[config.mk]
export PLATFORM = sky130hd
export DESIGN_NAME = game_sequencer
export DESIGN_NICKNAME = d
export VERILOG_FILES = /design/src/rtl/game_pkg.sv /design/src/rtl/bcd_counter.sv /design/src/rtl/game_sequencer.sv
export SDC_FILE = /design/constraint.sdc
export NUM_CORES = 1
export LEC_CHECK = 0
export ABC_CLOCK_PERIOD_IN_PS = 2600
export CAP_MARGIN = 25
export CORE_ASPECT_RATIO = 0.5
export CORE_MARGIN = 5
export CORE_UTILIZATION = 50
export CTS_CLUSTER_DIAMETER = 50
export DETAILED_ROUTE_END_ITERATION = 16
export GPL_TIMING_DRIVEN = 0
export PLACE_DENSITY = 0.7
export SLEW_MARGIN = 5
export SYNTH_ARGS = -nofsm -noshare
export SYNTH_HDL_FRONTEND = slang
export SYNTH_SLANG_ARGS = --single-unit
[constraint.sdc]
create_clock -name board_clk -period 2.6 [get_ports board_clk]
set_input_delay 0.52 -clock board_clk [delete_from_list [all_inputs] [get_ports board_clk]]
set_output_delay 0.52 -clock board_clk [all_outputs]
set_load 0.005 [all_outputs]
[src/rtl/game_pkg.sv]
// game_pkg: shared state encoding and BCD digit width for the game sequencer
package game_pkg;
    typedef enum logic [1:0] {
        ST_IDLE  = 2'd0,
        ST_PLAY  = 2'd1,
        ST_CLEAR = 2'd2,
        ST_OVER  = 2'd3
    } state_t;
    localparam int BCD_W = 4;
endpackage

[src/rtl/bcd_counter.sv]
// bcd_counter: multi-digit BCD incrementer with synchronous clear and saturation at all 9s
module bcd_counter
    import game_pkg::*;
#(
    parameter int DIGITS = 4
) (
    input  logic                      board_clk,
    input  logic                      reset,
    input  logic                      inc,
    input  logic                      clr,
    output logic [BCD_W*DIGITS-1:0]   count
);
    logic [BCD_W*DIGITS-1:0] count_nxt;
    logic                    carry;
    logic                    full;

    // ripple a decimal carry from digit 0 upward; a carry out of the top digit means all 9s
    always_comb begin
        count_nxt = count;
        carry = 1'b1;
        for (int i = 0; i < DIGITS; i++) begin
            count_nxt[BCD_W*i +: BCD_W] = carry ? (count[BCD_W*i +: BCD_W] == 4'd9 ? 4'd0 : count[BCD_W*i +: BCD_W] + 4'd1) : count[BCD_W*i +: BCD_W];
            carry = carry && count[BCD_W*i +: BCD_W] == 4'd9;
        end
        full = carry;
    end

    // hold the count once saturated so the score never wraps to zero
    always_ff @(posedge board_clk) begin
        if (reset || clr) count <= '0;
        else if (inc && !full) count <= count_nxt;
    end
endmodule

[src/rtl/game_sequencer.sv]
// game_sequencer: game-flow FSM owning score, lives and level, plus tick and pixel enable generation
module game_sequencer
    import game_pkg::*;
#(
    parameter int TICK_DIV     = 2097152,
    parameter int PIX_DIV      = 4,
    parameter int NUM_LIVES    = 3,
    parameter int NUM_LEVELS   = 4,
    parameter int SCORE_DIGITS = 4,
    parameter int HOLD_CYCLES  = 50000000,
    localparam int LW = NUM_LEVELS > 1 ? $clog2(NUM_LEVELS) : 1,
    localparam int VW = $clog2(NUM_LIVES + 1)
) (
    input  logic                      board_clk,
    input  logic                      reset,
    input  logic                      start,
    input  logic                      hit_pulse,
    input  logic                      player_hit,
    input  logic                      aliens_defeated,
    input  logic                      reached_bottom,
    output logic                      pix_en,
    output logic                      game_tick,
    output logic                      game_rst,
    output logic [1:0]                state,
    output logic [LW-1:0]             level,
    output logic [VW-1:0]             lives,
    output logic [BCD_W*SCORE_DIGITS-1:0] score,
    output logic                      win
);
    localparam int PW = PIX_DIV > 1 ? $clog2(PIX_DIV) : 1;

    state_t        cur, nxt;
    logic [LW-1:0] level_nxt;
    logic [VW-1:0] lives_nxt;
    logic          win_nxt, rst_nxt, score_clr, score_inc, start_rise;
    logic [31:0]   tick_cnt, tick_nxt, hold_cnt, hold_nxt, period;
    logic [PW-1:0] pix_cnt;
    logic [2:0]    sync;

    assign state      = cur;
    assign start_rise = sync[1] && !sync[2];
    assign period     = (32'(TICK_DIV) >> level) == 32'd0 ? 32'd1 : 32'(TICK_DIV) >> level;
    assign pix_en     = pix_cnt == PW'(PIX_DIV - 1);
    assign game_tick  = cur == ST_PLAY && !game_rst && tick_cnt == period - 32'd1;
    assign score_inc  = hit_pulse && cur == ST_PLAY;

    // start synchroniser with edge-detect flop, and the free-running pixel divider
    always_ff @(posedge board_clk) begin
        sync    <= reset ? 3'b000 : {sync[1:0], start};
        pix_cnt <= (reset || pix_en) ? '0 : pix_cnt + PW'(1);
    end

    // game state register; reset aborts the game with no pulse afterwards
    always_ff @(posedge board_clk) begin
        if (reset) begin
            cur      <= ST_IDLE;
            level    <= '0;
            lives    <= VW'(NUM_LIVES);
            win      <= 1'b0;
            game_rst <= 1'b0;
            tick_cnt <= '0;
            hold_cnt <= '0;
        end else begin
            cur      <= nxt;
            level    <= level_nxt;
            lives    <= lives_nxt;
            win      <= win_nxt;
            game_rst <= rst_nxt;
            tick_cnt <= tick_nxt;
            hold_cnt <= hold_nxt;
        end
    end

    // next-state logic; counters default to zero so any state exit clears them
    always_comb begin
        nxt       = cur;
        level_nxt = level;
        lives_nxt = lives;
        win_nxt   = win;
        rst_nxt   = 1'b0;
        score_clr = 1'b0;
        tick_nxt  = '0;
        hold_nxt  = '0;
        case (cur)
            ST_IDLE, ST_OVER: begin
                if (start_rise) begin
                    nxt       = ST_PLAY;
                    level_nxt = '0;
                    lives_nxt = VW'(NUM_LIVES);
                    win_nxt   = 1'b0;
                    rst_nxt   = 1'b1;
                    score_clr = 1'b1;
                end
            end
            ST_PLAY: begin
                tick_nxt = (game_rst || game_tick) ? '0 : tick_cnt + 32'd1;
                if (aliens_defeated) begin
                    nxt      = ST_CLEAR;
                    tick_nxt = '0;
                end else if (player_hit || (reached_bottom && !game_rst)) begin
                    tick_nxt = '0;
                    if (lives == VW'(1)) begin
                        lives_nxt = '0;
                        nxt       = ST_OVER;
                        win_nxt   = 1'b0;
                    end else begin
                        lives_nxt = lives - VW'(1);
                        rst_nxt   = 1'b1;
                    end
                end
            end
            default: begin
                hold_nxt = hold_cnt + 32'd1;
                if (hold_cnt == 32'(HOLD_CYCLES - 1)) begin
                    hold_nxt = '0;
                    if (level == LW'(NUM_LEVELS - 1)) begin
                        nxt     = ST_OVER;
                        win_nxt = 1'b1;
                    end else begin
                        nxt       = ST_PLAY;
                        level_nxt = level + LW'(1);
                        rst_nxt   = 1'b1;
                    end
                end
            end
        endcase
    end

    bcd_counter #(.DIGITS(SCORE_DIGITS)) u_score (
        .board_clk (board_clk),
        .reset     (reset),
        .inc       (score_inc),
        .clr       (score_clr),
        .count     (score)
    );
endmodule

# ---- Word level (Yosys, flattened, before mapping)
# Cells that the tools add are included.
dict set report word_totals {
  reg_bits 93
  input_bits 7
  output_inout_bits 26
  elab_cells 111
}
dict set report classes {
  addsub 10
  eq_ne 18
  n_shift 1
  n_mux 36
  n_bitwise 1
  reduce_logical 32
}
# cell count
set ops {}
lappend ops {{32-bit by 1-bit adder with 32-bit output, second input constant} 2}
lappend ops {{32-bit by 26-bit == test with 1-bit output, second input constant} 1}
lappend ops {{32-bit == test} 1}
lappend ops {{32-bit zero test} 1}
lappend ops {{32-bit two-way mux} 1}
lappend ops {{22-bit by 2-bit right shift with 32-bit output, first input constant} 1}
lappend ops {{32-bit by 1-bit subtractor with 32-bit output, second input constant} 1}
lappend ops {{2-bit two-way mux} 13}
lappend ops {{4-bit by 1-bit adder with 4-bit output, second input constant} 4}
lappend ops {{4-bit == test, second input constant} 4}
lappend ops {{4-bit two-way mux} 4}
lappend ops {{1-bit two-way mux} 13}
lappend ops {{2-bit one-hot mux with 2 select lines} 3}
lappend ops {{4-bit AND reduction} 3}
lappend ops {{5-bit OR reduction} 2}
lappend ops {{1-bit logical AND} 9}
lappend ops {{2-bit == test, second input constant} 3}
lappend ops {{2-bit by 1-bit inequality test with 1-bit output, second input constant} 3}
lappend ops {{3-bit by 2-bit inequality test with 1-bit output, second input constant} 2}
lappend ops {{2-bit AND reduction} 3}
lappend ops {{6-bit AND reduction} 1}
lappend ops {{3-bit nonzero test} 2}
lappend ops {{2-bit by 1-bit adder with 2-bit output, second input constant} 2}
lappend ops {{2-bit by 1-bit == test with 1-bit output, second input constant} 2}
lappend ops {{other kinds (9)} 17}

# ---- Longest topological paths before layout
# Gate-level depths: netlist (run 1).
dict set report logic_depth {
  ltp_word 8
  ltp_mapped 8
  mapped_depth_nobuf 7
}

# ---- Modules after synthesis
# From an unflattened synthesis (run 1), not the netlist that was laid out.
dict set report unflattened {
  hier_cells 545
  hier_area_um2 4757.1
}
# module n_inst cells_each area_each_um2 seq_area_each_um2
set modules_own_cells {}
lappend modules_own_cells {game_sequencer 1 445 3886.2 1541.5}
lappend modules_own_cells {bcd_counter 1 100 870.8 320.3}

# ---- Worst setup path before layout (run 1)
# OpenSTA, ideal clock, no wires.
dict set report synth_path {
  kind {register -> output}
  start {register tick_cnt[0]}
  end {output game_tick}
  t_arrival_ps 1431
  t_required_ps 2080
  path_slack_ps 649
  stages_incl_launch_ff 6
  path_buffers 0
  path_cell_list {dfxtp_1 ha_1 or4b_1 nor4b_2 nand4_1 nor2_1}
}
dict set report synth_between {
  elab_chain_len 2
}
# item line_no
set synth_rtl {}
lappend synth_rtl {{start: declaration} game_sequencer.sv:36} ;# logic [31:0] tick_cnt, tick_nxt, hold_cnt, hold_nxt, period;
lappend synth_rtl {{start signal: assignment} game_sequencer.sv:69} ;# tick_cnt <= tick_nxt;
lappend synth_rtl {{32-bit == test} game_sequencer.sv:44} ;# assign game_tick = cur == ST_PLAY && !game_rst && tick_cnt == period - 32'd1;
lappend synth_rtl {{1-bit logical AND} game_sequencer.sv:44}
lappend synth_rtl {{end: declaration} game_sequencer.sv:22} ;# output logic game_tick,
# Every way passes these cells.

# ---- Final worst setup path (run 1)
# Same ends and word-level chain as after synthesis.

==> summary.txt, run 1 <==
EDFF count, synth = 0
Reg area = 0.00187 mm^2
WL final = 9030 um
Final Max Slew Viols = 0
Hold path depth = 1
# IOs = 33
Crit start category = register
Antenna viol nets, final = 0
# DRC = 0
WL/cell = 13.1 um
Max IR drop VDD = 0.000331 V
Critical hold path startpoint = pix_cnt[0]$_SDFF_PP0_
R2R depth = 7
IO Port Bufs = 32
Post-synthesis register bit count = 93
Layout cells sized above 1 = 8.39%
DP Worst Slack = -0.0472 ns
Fin nets = 590
Crit Path Class = register to output pin
Die area = 0.0112 mm^2
FF-to-FF Start = state[0]$_SDFFE_PP0P_
Rows = 24
Least-Margin Pin Slew = 1.01 ns
Layout fillers = 784
Tot GR Track Use = 16.6%
# clock sinks = 93
# setup viols final = 0
Tmin final = 2.49 ns
Async S/R FF share, synth = 0%
Largest net degree at the start of global routing = 14
Layout area overhead = 17.6%
Clk buf depth = 2
Root Driver = clkbuf_16
Final Util = 60.9%
Register area share after synthesis = 40.8%
Worst-path clk slew = 0.06 ns
Met2 global-route usage = 27.8%
Via count = 3633
PwrDens = 618 mW/mm^2
Crit path max fanout = 5
R2R setup slack = 0.27 ns
Maxcap violations = 0
First-pass GRT wire length = 16100 um
Req. time, crit path = 2.08 ns
Routing usage on met1 = 21.5%
Final total power = 3310 uW
Final Hold Viols = 0
GPL Wtd Cong = 0.829
Setup slack after layout = 0.110 ns
Htree depth = 3
Core area = 0.00880 mm^2
Top post-synthesis cells by area = dfxtp_1 (41%), xor2_1 (8.1%), nor2_1 (7.4%)
Met3 usage = 4.31%
CP Capture Type = output pin
Area of the multi-input gates = 0.00256 mm^2
Ys Warns = 0
Clock Latency Late Sink = 0.33 ns
Worst flop-to-flop path endpoint = u_score.count[1]$_SDFFE_PP0P_
Pre-antenna DRT Iters = 4
Mean Syn Cell Area = 8.72 um^2
Number of buffers created by CTS = 9
Initial antenna violation count = 0
Post-route insts no fill = 689
Vias in the first global route = 3519
WP data arrival = 1.97 ns
Cell Area, Synth = 0.00456 mm^2
CTS tree = built
Busiest metal layer after global routing = met2
Leakage = 0.00181 uW
Final setup TNS = 0 ns
DR vias/cell = 5.27
Top_reg_cell synth = dfxtp_1
Hpwl dp = 6420 um
Initial core utilization = 51.8%
Clock skew = 0.00521 ns
RSZ-0062 raised after global routing = true
Worst min path class = register to register
Cells after DPL = 672
Number of distinct library cells after synthesis = 54
Die Y = 77.5 um
Initial DRC count = 177
Synthesized instance count = 523
Yosys top cell area share = 40.8%
WHS Endpoint = pix_cnt[0]$_SDFF_PP0_
Die X = 145 um
Cell taking the most area after synthesis = dfxtp_1
GRT Residual Overflow = 0
Peak Freq = 0.402 GHz
Diodes inserted = 0
Rel. slew slack = 32.0%
Crit share post-route = 95.8%
Syn nets = 544
Outcome = finished clean
## worst max-delay path, stage by stage, from the launching register on
cell	delay [ns]
dfxtp_4	0.37
ha_4	0.12
or4b_4	0.46
nor4b_4	0.27
nand4_1	0.15
nor2_1	0.13
buf_2	0.12
## kinds of logic after synthesis
| logic type | Yosys count | synth area share [%] |
|---|---|---|
| buffers and inverters | 37 | 3.68 |
| adder cells (fa/ha/maj) | 14 | 3.84 |
| flip-flops | 93 | 40.8 |
| multiplexers | 6 | 1.34 |
| AND/OR/NAND/NOR | 259 | 30.7 |
| AO/OA/AOI/OAI | 45 | 6.34 |
| XOR/XNOR | 69 | 13.3 |
## per-stage QoR
step                hold WS [ns]  instance area (um^2)
floorplan                  0.408                  4560
global placement           0.416                  5030
detailed placement         0.425                  5030
CTS                        0.435                  5320
global route               0.459                  5360
finish                     0.432                  5360
## report_power, final
part / internal, uW / total [uW] / switching, uW
Sequential: 1460 / 1500 / 38.7
Combinational: 212 / 558 / 346
Clock: 760 / 1260 / 497
Total: 2430 / 3310 / 882
## cell usage in the layout (no fill, tap or decap), types with 6 or more instances in the layout
| master | n |
|---|---|
| xor2_1 | 42 |
| ha_1 | 13 |
| inv_1 | 24 |
| clkbuf_1 | 7 |
| nor2b_1 | 11 |
| clkbuf_16 | 9 |
| nand2_1 | 27 |
| nand3_1 | 26 |
| clkdlybuf4s50_1 | 31 |
| nor2_1 | 90 |
| and2_1 | 6 |
| and3_1 | 8 |
| xnor2_1 | 27 |
| buf_2 | 6 |
| dfxtp_1 | 91 |
| a21oi_1 | 16 |
| o21ai_0 | 10 |
| nor3_1 | 16 |
| nand4_1 | 31 |
| nor4_1 | 9 |
## cell usage after synthesis, types with 6 or more instances
cell     number
nand4_1      31
nand2_1      27
nand3_1      26
nor4_1        9
inv_1        24
nor2b_1      11
and2_1        6
nor2_1       90
a21oi_1      16
and3_1        8
o21ai_0      10
nor3_1       16
ha_1         14
xnor2_1      27
dfxtp_1      93
xor2_1       42
## how the worst max path moves through the flow
stage / slack (ns) / endpoint / start
2_1_floorplan: 0.65 / game_tick / tick_cnt[0]$_SDFF_PP0_
3_3_place_gp: -0.03 / u_score.count[9]$_SDFFE_PP0P_ / reset
3_5_place_dp: -0.05 / u_score.count[10]$_SDFFE_PP0P_ / reset
4_1_cts: 0.007 / game_tick / tick_cnt[0]$_SDFF_PP0_
5_1_grt: -0.01 / game_tick / tick_cnt[0]$_SDFF_PP0_
6_report: 0.11 / game_tick / tick_cnt[0]$_SDFF_PP0_
## routing by layer
layer,wire (um),vias up
met1,4510,1681
met4,61,0
met5,0,-
met3,272,5
li1,-,1900
met2,4190,47
## repair_timing
action | CTS | global route
pin swaps | 1 | 4
gates resized for setup | 4 | 9
setup endpoints to repair | 1 | 11
buffers inserted | 1 | 1
cloned | 0 | 0
hold buffers | 0 | 0
## state kept, by name (all words and copies together) (netlist names)
signal / flops
sync: 3
win: 1
hold_cnt: 32
pix_cnt: 2
lives: 2
game_rst: 1
u_score.count: 16
state: 2
level: 2
tick_cnt: 32
## final cells by class
class / instances / share of cell area [%]
Multi-Input combinational cell: 393 / 47.7
Sequential cell: 93 / 34.9
Timing Repair Buffer: 35 / 6.30
Clock buffer: 12 / 4.60
Tap cell: 117 / 2.73
Inverter: 24 / 1.68
Buffer: 13 / 1.45
Clock inverter: 2 / 0.653
Power figures use the tool's default switching activity.
==> run 2: changes to the inputs <==
==> constraint.sdc (replaced) <==
create_clock -name board_clk -period 2.6 [get_ports board_clk]
set_input_delay 0.39 -clock board_clk [delete_from_list [all_inputs] [get_ports board_clk]]
set_output_delay 0.39 -clock board_clk [all_outputs]
set_load 0.005 [all_outputs]
==> run 2 against run 1 <==
Non-clock buffer count decreased by 1; worst hold slack about the same; critical endpoint unchanged; sequential power about the same.
==> summary.txt, run 2 (synthesis gave the netlist of run 1 again) <==
Commonest non-fill, non-tap cells in the layout = dfxtp_1 (91), nor2_1 (90), xor2_1 (42)
Fin nets = 589 (-0.17%)
Most common cell after layout, fill and taps aside = dfxtp_1
Htree depth = 3 (unchanged)
Antenna viol nets, final = 0 (unchanged)
PwrDens = 621 mW/mm^2 (+0.45%)
Hpwl dp = 6420 um (unchanged)
Final Max Slew Viols = 0 (unchanged)
Leakage = 0.00181 uW (-0.22%)
Layout fillers = 786 (+0.26%)
Initial core utilization = 51.8% (unchanged)
CTS tree = built
Vias in the first global route = 3519 (unchanged)
Rel. slew slack = 31.9% (-0.077 points)
Die area = 0.0112 mm^2 (unchanged)
Root Driver = clkbuf_16
Biggest regs = hold_cnt (32), tick_cnt (32), u_score.count (16)
CP cell instances = ha_1 -> or4b_4 -> nor4b_4 -> nand4_1 -> nor2_1 -> clkbuf_2
Number of buffers created by CTS = 9 (unchanged)
Pre-antenna DRT Iters = 4 (unchanged)
Tot GR Track Use = 16.6% (unchanged)
Clock skew = 0.00511 ns (-0.0000992 ns)
Final Hold Viols = 0 (unchanged)
Least-Margin Pin Slew = 1.01 ns (+0.00114 ns)
Crit start category = register
Layout cells sized above 1 = 8.06% (-0.34 points)
# DRC = 0 (unchanged)
Req. time, crit path = 2.21 ns (+0.13 ns)
DR vias/cell = 5.28 (+0.12%)
RSZ-0062 raised after global routing = false
CP Capture Type = output pin
Post-route insts no fill = 688 (-0.15%)
Core area = 0.00880 mm^2 (unchanged)
GPL Wtd Cong = 0.829 (unchanged)
# setup viols final = 0 (unchanged)
Die X = 145 um (unchanged)
Clk buf depth = 2 (unchanged)
# clock sinks = 93 (unchanged)
Worst min path class = register to register
IO Port Bufs = 32 (unchanged)
Initial DRC count = 189 (+6.8%)
WP data arrival = 2.01 ns (+0.04 ns)
Layout area overhead = 17.0%
Largest net degree at the start of global routing = 14 (unchanged)
Rows = 24 (unchanged)
Outcome = finished clean
GRT Residual Overflow = 0 (unchanged)
Setup slack after layout = 0.196 ns (+0.0864 ns)
Crit share post-route = 92.5% (-3.3 points)
Tmin final = 2.40 ns (-0.0864 ns)
R2R depth = 7 (unchanged)
Clock Latency Late Sink = 0.33 ns (about the same)
Maxcap violations = 0 (unchanged)
WL/cell = 13.1 um (-0.45%)
Peak Freq = 0.416 GHz (+3.6%)
Crit path max fanout = 5 (unchanged)
WL final = 8980 um (-0.60%)
Die Y = 77.5 um (unchanged)
DP Worst Slack = 0.0828 ns (+0.130 ns)
Worst-path clk slew = 0.06 ns (about the same)
Worst path slowest cell = or4b_4
Diodes inserted = 0 (unchanged)
R2R setup slack = 0.25 ns (-0.02 ns)
Hold_buf cts = 0 (unchanged)
Cells after DPL = 672 (unchanged)
Final setup TNS = 0 ns (unchanged)
Max IR drop VDD = 0.000333 V (+0.63%)
Via count = 3632 (-0.028%)
Crit Path Class = register to output pin
Initial antenna violation count = 0 (unchanged)
Hold path depth = 1 (unchanged)
CP max stage delay = 0.47 ns (about the same)
# IOs = 33 (unchanged)
First-pass GRT wire length = 16100 um (unchanged)
-- run 2: stage by stage --
stage                     hold slack [ns]  cell area [um^2]  power [uW]  utilization, %
final                               0.432              5340        3310            60.7
after global routing                0.459              5340        3490            60.7
after CTS                           0.435              5320        3330            60.4
after detailed placement            0.425              5030        2070            57.1
after global placement              0.416              5030        2060            57.1
after floorplan                     0.408              4560        1890               -
-- run 2: power by group --
| part | internal, uW | total (uW) | leakage [uW] | switching, uW |
|---|---|---|---|---|
| Combinational | 212 | 560 | 0.000916 | 347 |
| Clock | 759 | 1250 | 0.000139 | 494 |
| Sequential | 1460 | 1500 | 0.000752 | 38.6 |
| Total | 2430 | 3310 | 0.00181 | 880 |
-- run 2: repair_timing --
item | CTS | global route
setup endpoints to repair | 1 | 11
hold endpoints to repair | 0 | 0
setup buffers | 1 | 0
resized for setup | 3 | 5
pin swaps | 1 | 3
-- run 2: area by class of cell --
type,instances,area (um^2),share of cell area (%)
tap,117,146,2.74
sequential,93,1860,34.9
clock inverter,2,35.0,0.657
multi-input combinational,393,2550,47.7
clock buffer,12,246,4.62
inverter,24,90.1,1.69
buffer,13,77.6,1.45
timing repair buffer,34,330,6.19
-- run 2: path summary, 6_finish.rpt --
| path | from | end |
|---|---|---|
| worst max-delay path | tick_cnt[0]$_SDFF_PP0_ | game_tick |
| worst min-delay path | pix_cnt[0]$_SDFF_PP0_ | pix_cnt[0]$_SDFF_PP0_ |
| worst max register to register | state[0]$_SDFFE_PP0P_ | u_score.count[1]$_SDFFE_PP0P_ |
| worst min register to register | pix_cnt[0]$_SDFF_PP0_ | pix_cnt[0]$_SDFF_PP0_ |
-- run 2: metal layers --
metal / track usage (%) / vias up / routed length (um)
li1: - / 1899 / -
met5: 0 / - / 0
met3: 4.31 / 5 / 285
met4: 4.42 / 0 / 61
met1: 21.5 / 1690 / 4470
met2: 27.8 / 38 / 4170
-- run 2: critical path, delay by kind of cell (launching register included) --
kind                     cells  cell delay [ns]
buffers and inverters        1             0.13
flip-flops                   1             0.36
adder cells (fa/ha/maj)      1             0.16
AND/OR/NAND/NOR              4             1.03
